<file path="src/rtl/gmii_tx_framer.sv">
// GMII transmit framer: wraps a raw egress byte stream with preamble/SFD, zero padding,
// CRC-32 FCS and an enforced inter-frame gap. One instance per port.
module gmii_tx_framer #(
  parameter int unsigned MIN_FRAME = 60,
  parameter int unsigned IFG_BYTES = 12
) (
  input  logic        sys_clk,
  input  logic        sys_rst,
  input  logic [7:0]  s_data,
  input  logic        s_valid,
  input  logic        s_last,
  output logic        s_ready,
  output logic [7:0]  gmii_txd,
  output logic        gmii_tx_en,
  output logic        gmii_tx_er,
  output logic        busy,
  output logic [15:0] tx_frames,
  output logic [15:0] tx_aborts
);

  typedef enum logic [2:0] {
    StIdle, StPreamble, StSfd, StData, StPad, StFcs, StAbort, StIfg
  } state_e;

  localparam logic [7:0] IfgMax = 8'(IFG_BYTES);

  function automatic logic [31:0] crc_step(input logic [31:0] c, input logic [7:0] d);
    logic [31:0] r;
    r = c ^ {24'h0, d};
    for (int k = 0; k < 8; k++) begin
      r = r[0] ? ((r >> 1) ^ 32'hEDB88320) : (r >> 1);
    end
    return r;
  endfunction

  state_e      state_q, state_d;
  logic [7:0]  cnt_q, cnt_d;   // preamble index, FCS index or IFG low-cycle count
  logic [15:0] byte_cnt_q, byte_cnt_d;
  logic        last_q, last_d;
  logic [31:0] crc_q, crc_d;
  logic [7:0]  txd_q, txd_d;
  logic        en_q, en_d;
  logic        er_q, er_d;
  logic [15:0] frames_q, frames_d;
  logic [15:0] aborts_q, aborts_d;

  logic [31:0] crc_upd;
  logic [31:0] fcs_sh;
  logic [15:0] byte_cnt_inc;
  logic [7:0]  ifg_inc;

  // CRC state always trails the byte currently on the wire; crc_upd folds it in.
  assign crc_upd      = crc_step(crc_q, txd_q);
  assign fcs_sh       = (~crc_q) >> {cnt_q[1:0] + 2'd1, 3'b000};
  assign byte_cnt_inc = (byte_cnt_q == 16'hFFFF) ? byte_cnt_q : byte_cnt_q + 16'd1;
  assign ifg_inc      = (cnt_q >= IfgMax) ? cnt_q : cnt_q + 8'd1;

  always_comb begin
    state_d    = state_q;
    cnt_d      = cnt_q;
    byte_cnt_d = byte_cnt_q;
    last_d     = last_q;
    crc_d      = crc_q;
    txd_d      = 8'h00;
    en_d       = 1'b0;
    er_d       = 1'b0;
    frames_d   = frames_q;
    aborts_d   = aborts_q;
    unique case (state_q)
      StIdle: begin
        if (s_valid) begin
          state_d = StPreamble;
          txd_d   = 8'h55;
          en_d    = 1'b1;
          cnt_d   = 8'd0;
          crc_d   = 32'hFFFFFFFF;
        end
      end
      StPreamble: begin
        en_d = 1'b1;
        if (cnt_q == 8'd6) begin
          state_d = StSfd;
          txd_d   = 8'hD5;
        end else begin
          txd_d = 8'h55;
          cnt_d = cnt_q + 8'd1;
        end
      end
      StSfd, StData, StPad: begin
        if (state_q != StSfd) crc_d = crc_upd;
        en_d = 1'b1;
        if (state_q == StPad || (state_q == StData && last_q)) begin
          if (32'(byte_cnt_q) < MIN_FRAME) begin
            state_d    = StPad;
            byte_cnt_d = byte_cnt_inc;
          end else begin
            state_d = StFcs;
            txd_d   = ~crc_upd[7:0];
            cnt_d   = 8'd0;
          end
        end else if (s_valid) begin
          state_d    = StData;
          txd_d      = s_data;
          last_d     = s_last;
          byte_cnt_d = (state_q == StSfd) ? 16'd1 : byte_cnt_inc;
        end else begin
          state_d  = StAbort;
          er_d     = 1'b1;
          cnt_d    = 8'd0;
          aborts_d = aborts_q + 16'd1;
        end
      end
      StFcs: begin
        if (cnt_q == 8'd3) begin
          state_d  = StIfg;
          cnt_d    = 8'd1;
          frames_d = frames_q + 16'd1;
        end else begin
          en_d  = 1'b1;
          txd_d = fcs_sh[7:0];
          cnt_d = cnt_q + 8'd1;
        end
      end
      StAbort: begin
        // Gap counting overlaps the drain of the abandoned frame.
        cnt_d = ifg_inc;
        if (s_valid && s_last) state_d = StIfg;
      end
      StIfg: begin
        if (cnt_q >= IfgMax) begin
          if (s_valid) begin
            state_d = StPreamble;
            txd_d   = 8'h55;
            en_d    = 1'b1;
            cnt_d   = 8'd0;
            crc_d   = 32'hFFFFFFFF;
          end else begin
            state_d = StIdle;
          end
        end else begin
          cnt_d = cnt_q + 8'd1;
        end
      end
      default: state_d = StIdle;
    endcase
  end

  always_ff @(posedge sys_clk or posedge sys_rst) begin
    if (sys_rst) begin
      state_q    <= StIdle;
      cnt_q      <= 8'd0;
      byte_cnt_q <= 16'd0;
      last_q     <= 1'b0;
      crc_q      <= 32'd0;
      txd_q      <= 8'h00;
      en_q       <= 1'b0;
      er_q       <= 1'b0;
      frames_q   <= 16'd0;
      aborts_q   <= 16'd0;
    end else begin
      state_q    <= state_d;
      cnt_q      <= cnt_d;
      byte_cnt_q <= byte_cnt_d;
      last_q     <= last_d;
      crc_q      <= crc_d;
      txd_q      <= txd_d;
      en_q       <= en_d;
      er_q       <= er_d;
      frames_q   <= frames_d;
      aborts_q   <= aborts_d;
    end
  end

  assign s_ready    = (state_q == StSfd) || (state_q == StAbort) ||
                      (state_q == StData && !last_q);
  assign busy       = (state_q != StIdle);
  assign gmii_txd   = txd_q;
  assign gmii_tx_en = en_q;
  assign gmii_tx_er = er_q;
  assign tx_frames  = frames_q;
  assign tx_aborts  = aborts_q;

endmodule
</file>
<file path="config.mk">
export PLATFORM = sky130hd
export DESIGN_NAME = gmii_tx_framer
export DESIGN_NICKNAME = d
export VERILOG_FILES = /design/src/rtl/gmii_tx_framer.sv
export SDC_FILE = /design/constraint.sdc
export NUM_CORES = 1
export LEC_CHECK = 0
export ABC_CLOCK_PERIOD_IN_PS = 9100
export CELL_PAD_IN_SITES_DETAIL_PLACEMENT = 0
export CELL_PAD_IN_SITES_GLOBAL_PLACEMENT = 1
export CORE_UTILIZATION = 49
export DETAILED_ROUTE_END_ITERATION = 8
export PLACE_DENSITY_LB_ADDON = 0.1
export SLEW_MARGIN = 20
export SYNTH_ARGS = -nofsm -noshare
export SYNTH_HDL_FRONTEND = slang
export SYNTH_SLANG_ARGS = --single-unit
export TNS_END_PERCENT = 1
</file>
<file path="constraint.sdc">
create_clock -name sys_clk -period 9.1 [get_ports sys_clk]
set_input_delay 1.82 -clock sys_clk [delete_from_list [all_inputs] [get_ports sys_clk]]
set_output_delay 1.82 -clock sys_clk [all_outputs]
set_load 0.01 [all_outputs]
</file>
After elaboration in Yosys (flattened, before gate mapping)
Index checks and enable logic that the tools add are counted.
{"block": "classes", "shift": 1, "muxes": 51, "addsub": 5, "n_eq_ne": 22, "magnitude_cmp": 2, "n_reduce_logical": 20, "bitwise": 13}
{"op": "32-bit two-way mux", "n": 11}
{"op": "8-bit two-way mux", "n": 14}
{"op": "13-bit inverter with 14-bit output", "n": 8}
{"op": "32-bit one-hot mux with 3 select lines", "n": 1}
{"op": "16-bit two-way mux", "n": 5}
{"op": "16-bit by 1-bit adder with 16-bit output (second input constant)", "n": 3}
{"op": "8-bit one-hot mux with 6 select lines", "n": 1}
{"op": "8-bit one-hot mux with 5 select lines", "n": 1}
{"op": "32-bit inverter", "n": 1}
{"op": "32-bit by 5-bit >> shifter with 8-bit output", "n": 1}
{"op": "32-bit by 8-bit XOR with 32-bit output", "n": 1}
{"op": "3-bit two-way mux", "n": 7}
{"op": "3-bit one-hot mux with 6 select lines", "n": 1}
{"op": "16-bit equality test (second input constant)", "n": 1}
{"op": "16-bit by 6-bit < comparator with 1-bit output (second input constant)", "n": 1}
{"op": "2-bit inequality test (second input constant)", "n": 8}
{"op": "3-bit equality test (second input constant)", "n": 4}
{"op": "3-bit AND reduction", "n": 4}
{"op": "8-bit by 1-bit adder with 8-bit output (second input constant)", "n": 1}
{"op": "8-bit by 2-bit equality test with 1-bit output (second input constant)", "n": 1}
{"op": "8-bit by 3-bit equality test with 1-bit output (second input constant)", "n": 1}
{"op": "8-bit by 4-bit >= comparator with 1-bit output (second input constant)", "n": 1}
{"op": "1-bit two-way mux", "n": 8}
{"op": "8-bit inverter", "n": 1}
{"op": "other kinds (20)", "n": 28}
{"block": "totals", "out_inout_bits": 44, "input_bits": 12, "ff_bits": 102, "word_cells": 124}

Depth between registers and ports, before layout
{"block": "depth", "depth_word": 21, "mapped_depth": 8, "ltp_nobuf": 7}

Least setup slack after synthesis
Ideal clock, no wire load.
{"block": "synth_path", "path_type": "in2reg", "from": "in s_valid", "to": "reg crc_q[1]", "stages": 5, "required_time_ns": 8.975, "t_arrival_ns": 2.925, "setup_ns": 0.125, "n_path_buf": 2, "setup_slack_ns": 6.051, "path_cell_list": "clkbuf_1 > o21ai_0 > o21ai_1 > buf_2 > mux2_2"}
{"block": "synth_between", "elab_chain_cells": 3}
{"element": "from (decl)", "line": "10", "text": "input logic s_valid,"}
{"element": "32-bit two-way mux *"}
{"element": "32-bit two-way mux"}
{"element": "32-bit one-hot mux with 3 select lines *"}
{"element": "to (signal assigned)", "line": "165", "text": "crc_q <= crc_d;"}
{"element": "to (decl)", "line": "40", "text": "logic [31:0] crc_q, crc_d;"}
Every way passes the cells marked *; elsewhere a longest branch is shown, timed or not. The select of a mux whose other input is x is not followed.
A chain may end at the register's enable or synchronous reset.

Worst setup path after layout
{"block": "layout_path", "from": "in s_valid", "to": "reg cnt_q[6]"}
{"block": "layout_between", "elab_chain_cells": 3, "word_cells_on_any_way": 5, "classes_between": "eq/ne (1); mux (3); reduce/logical (1)"}
{"element": "8-bit two-way mux (2 in series)"}
{"element": "8-bit one-hot mux with 6 select lines"}
{"element": "to (signal assigned)", "line": "162", "text": "cnt_q <= cnt_d;"}
{"element": "to (decl)", "line": "37", "text": "logic [7:0] cnt_q, cnt_d;"}
Several ways; a longest one is shown, not always the timed one.

==> run_summary.xml <==
<?xml version="1.0" encoding="UTF-8"?>
<metrics>
  <group name="global_routing">
    <metric name="antenna_found_initial" unit="">0</metric>
    <metric name="grt_pass1_vias" unit="">4441</metric>
    <metric name="maximum_number_of_pins_on_one_net_before_global_route_repair" unit="">70</metric>
    <metric name="grt_first_pass_wirelength" unit="mm">22.9</metric>
    <metric name="track_usage" unit="%">23.4</metric>
    <metric name="grt.overflow.total" unit="">0</metric>
  </group>
  <group name="sta">
    <metric name="layout_worst_path_cycle_share" unit="%">46.5</metric>
    <metric name="setup-tns-final" unit="ns">0</metric>
    <metric name="fin_worst_skew" unit="ns">0.00398</metric>
    <metric name="timing.max_slew.rel_slack" unit="%">34.7</metric>
    <metric name="timing_max_transition_violations_final" unit="">0</metric>
    <metric name="fmaxAchievable" unit="GHz">0.236</metric>
    <metric name="worst_margin_slew" unit="ns">0.972</metric>
    <metric name="final_setup_violation_count" unit="">0</metric>
    <metric name="worst_hold_slack" unit="ns">0.471</metric>
    <metric name="post-route-worst-setup-slack" unit="ns">4.86</metric>
    <metric name="hold_viol_final" unit="">0</metric>
    <metric name="rsz0062_at_grt" unit="">false</metric>
    <metric name="fin_crit" unit="ns">4.24</metric>
  </group>
  <group name="power">
    <metric name="vdd_ir_drop_max" unit="mV">0.245</metric>
    <metric name="pwr_density" unit="nW/µm²">374</metric>
    <metric name="power.static_leakage" unit="nW">2.78</metric>
    <metric name="design_power_total" unit="mW">2.53</metric>
  </group>
  <group name="die">
    <metric name="core_area" unit="µm²">11500</metric>
    <metric name="die_y" unit="µm">111</metric>
    <metric name="die_area" unit="µm²">12300</metric>
    <metric name="die_x" unit="µm">111</metric>
    <metric name="placement_rows" unit="">39</metric>
    <metric name="starting_density" unit="%">50.6</metric>
    <metric name="floorplan.io_pins" unit="">56</metric>
  </group>
  <group name="detailed_routing">
    <metric name="dr.first_iter.drc_count" unit="">342</metric>
    <metric name="tritonroute_pass_1_iters" unit="">4</metric>
    <metric name="finalWirelength" unit="mm">13.3</metric>
    <metric name="routedWlPerCell" unit="µm">18.0</metric>
    <metric name="detailroute.via_count" unit="">4357</metric>
    <metric name="route.detailed.vias_per_inst" unit="">5.89</metric>
    <metric name="drc_errors" unit="">0</metric>
    <metric name="postRouteAntennaNets" unit="">0</metric>
  </group>
  <group name="setup_path">
    <metric name="setup.worst_path.class" unit="">in2reg</metric>
    <metric name="critical_path.max_fanout" unit="">26</metric>
    <metric name="worst_path_largest_cell_delay" unit="ns">0.64</metric>
    <metric name="cp.arrival" unit="ns">4.47</metric>
    <metric name="critical-path-top-delay-family" unit="">compound AO/OA/AOI/OAI gates</metric>
    <metric name="critPathLaunchType" unit="">primary input</metric>
    <metric name="cp-end-kind" unit="">flop</metric>
    <metric name="cp.required" unit="ns">9.33</metric>
    <metric name="timing.critical_path.cells" unit="">clkdlybuf4s50_1 -&gt; and3_1 -&gt; a31oi_4 -&gt; o211ai_1 -&gt; a221o_1</metric>
    <metric name="worst_path_max_delay_cell" unit="">sky130_fd_sc_hd__clkdlybuf4s50_1</metric>
    <metric name="buffers_plus_inverters_on_the_worst_setup_path" unit="">1</metric>
  </group>
  <group name="run">
    <metric name="maxCapViolations" unit="">0</metric>
  </group>
  <group name="layout">
    <metric name="layout.cells.most_common" unit="">sky130_fd_sc_hd__dfrtp_1</metric>
    <metric name="proportion_of_layout_cells_with_a_drive_suffix_above_1" unit="%">8.54</metric>
    <metric name="final_net_count" unit="">611</metric>
    <metric name="n_antenna_cell" unit="">0</metric>
    <metric name="stdcell_count" unit="">740</metric>
    <metric name="filler_cell_count" unit="">984</metric>
    <metric name="multiInputGateArea" unit="µm²">3110</metric>
    <metric name="seq_area" unit="µm²">2550</metric>
    <metric name="area_growth" unit="%">16.5</metric>
    <metric name="layout.cells.most_common_list" unit="">sky130_fd_sc_hd__dfrtp_1, sky130_fd_sc_hd__xnor2_1, sky130_fd_sc_hd__clkdlybuf4s50_1</metric>
  </group>
  <group name="synthesis">
    <metric name="synth.avg_cell_area" unit="µm²">10.6</metric>
    <metric name="synth.yosys.seq_area_share" unit="%">44.0</metric>
    <metric name="synth_cell_type_count" unit="">64</metric>
    <metric name="syn_nets" unit="">565</metric>
    <metric name="netlist_instances" unit="">547</metric>
    <metric name="yosys_warnings" unit="">0</metric>
    <metric name="synth_enable_flop_cells" unit="">0</metric>
    <metric name="most_used_flip_flop_cell_after_synthesis" unit="">sky130_fd_sc_hd__dfrtp_1</metric>
    <metric name="postSynth.asyncResetShare" unit="%">100</metric>
    <metric name="ys_ff_latch" unit="">102</metric>
    <metric name="syn_area" unit="µm²">5800</metric>
  </group>
  <group name="cts">
    <metric name="cts_max_level" unit="">3</metric>
    <metric name="cts.path.max_buffers" unit="">2</metric>
    <metric name="cts_buffers" unit="">9</metric>
    <metric name="cts_post_setup_buffers_inserted" unit="">0</metric>
    <metric name="ctsResizeCount" unit="">0</metric>
    <metric name="tritoncts_clock_tree" unit="">done</metric>
    <metric name="post_cts_hold_buffer_count" unit="">0</metric>
    <metric name="clk_latency" unit="ns">0.35</metric>
    <metric name="root_cell_of_the_clock_tree" unit="">sky130_fd_sc_hd__clkbuf_16</metric>
    <metric name="cts.reportedPaths.clkPinSlew" unit="ns">0.07</metric>
    <metric name="clock_sinks" unit="">102</metric>
  </group>
  <group name="placed_design">
    <metric name="pre_cts_slack" unit="ns">4.51</metric>
    <metric name="number_of_input_and_output_port_buffers_inserted" unit="">55</metric>
    <metric name="gpl.final_weighted_congestion" unit="">0.859</metric>
    <metric name="placed_cells" unit="">725</metric>
    <metric name="dp_hpwl" unit="mm">9.08</metric>
  </group>
  <group name="outcome">
    <metric name="outcome" unit="">finished, final reports clean</metric>
  </group>
  <group name="hold_path">
    <metric name="holdCritPathClass" unit="">reg2reg</metric>
  </group>
</metrics>
-- logic make-up after synthesis --
family / after synthesis / share of synthesized area (%)
simple gates: 178 / 16.5
compound gates: 106 / 13.6
flops: 102 / 44.0
xor+xnor: 98 / 16.3
buf+inv: 35 / 2.46
mux: 22 / 5.76
fa+ha+maj: 6 / 1.29
-- per-layer routing --
metal  vias to the layer above  part of all wire (%)  track usage, %
met5                         -                     0               0
met4                         0                  0.71            6.13
met3                         6                   3.8            5.14
met2                        83                    49            37.7
met1                      2193                    47            32.2
li1                       2075                     -               -
-- synthesized netlist by cell type (all sizes together), types with 2 or more instances --
library cell / count / area, µm²
mux2i: 3 / 30.0
ha: 6 / 75.1
o211ai: 2 / 15.0
nor2b: 2 / 12.5
nor3: 10 / 50.1
o21ai: 17 / 85.1
o31ai: 9 / 67.6
nor3b: 6 / 45.0
a2bb2oi: 22 / 193
xnor3: 2 / 45.0
xor2: 29 / 269
inv: 12 / 45.0
or2: 2 / 12.5
and4: 5 / 43.8
buf: 6 / 33.8
or3: 3 / 18.8
a21o: 2 / 15.0
nand2: 40 / 150
o311ai: 2 / 17.5
or4: 11 / 86.3
a21oi: 17 / 85.1
nor4: 6 / 67.6
nand4: 14 / 87.6
mux4: 8 / 180
a31oi: 8 / 65.1
o22a: 4 / 35.0
mux2: 11 / 124
and2: 5 / 31.3
xnor2: 66 / 608
a221o: 8 / 80.1
nand2b: 6 / 37.5
dfrtp: 102 / 2550
nor2: 38 / 143
nand3: 19 / 95.1
a211o: 2 / 17.5
a41oi: 3 / 26.3
clkbuf: 17 / 63.8
and3: 7 / 43.8
-- through the flow --
| step | utilization, % | instance area (µm²) |
|---|---|---|
| floorplan | - | 5800 |
| global placement | 56.3 | 6460 |
| detailed placement | 56.3 | 6460 |
| CTS | 58.9 | 6760 |
| global route | 58.9 | 6760 |
| finish | 58.9 | 6760 |
-- registers in the layout, indices dropped and copies added (netlist names), 3 cells and up --
| signal | count |
|---|---|
| tx_aborts | 16 |
| gmii_txd | 8 |
| byte_cnt_q | 16 |
| cnt_q | 8 |
| crc_q | 32 |
| state_q | 3 |
| tx_frames | 16 |
-- layout make-up --
type | instances | share of cell area [%]
clock buffer | 10 | 3.54
clock inverter | 5 | 0.852
inverter | 12 | 0.703
multi-input combinational | 410 | 46.0
sequential | 102 | 37.8
tap | 143 | 2.65
timing repair buffer | 58 | 8.48
-- path summary, 6_finish.rpt --
| kind | from | to | slack, ns | depth (start not counted) |
|---|---|---|---|---|
| max reg2reg | state_q[2] | cnt_q[6] | 6.17 | 5 |
| min in group asynchronous | sys_rst | tx_frames[11] | 1.83 | 2 |
| max | s_valid | cnt_q[6] | 4.86 | 5 |
| max in group asynchronous | sys_rst | cnt_q[0] | 6.03 | 3 |
| min reg2reg | tx_aborts[15] | tx_aborts[15] | 0.47 | 1 |
| min | tx_aborts[15] | tx_aborts[15] | 0.47 | 1 |
-- worst reg2reg max path: stages (launching register included) --
cell                       delay (ns)
sky130_fd_sc_hd__dfrtp_1         0.70
sky130_fd_sc_hd__nor2b_1         0.17
sky130_fd_sc_hd__and3_1          0.42
sky130_fd_sc_hd__a31oi_4         0.63
sky130_fd_sc_hd__o211ai_1        0.44
sky130_fd_sc_hd__a221o_1         0.45
-- report_power, final --
group,switching [mW],total [mW],internal (mW)
combinational,0.717,1.41,0.697
sequential,0.154,0.725,0.571
clock,0.172,0.392,0.220
total,1.04,2.53,1.49
Note: power is estimated with default switching activity, not from simulation.
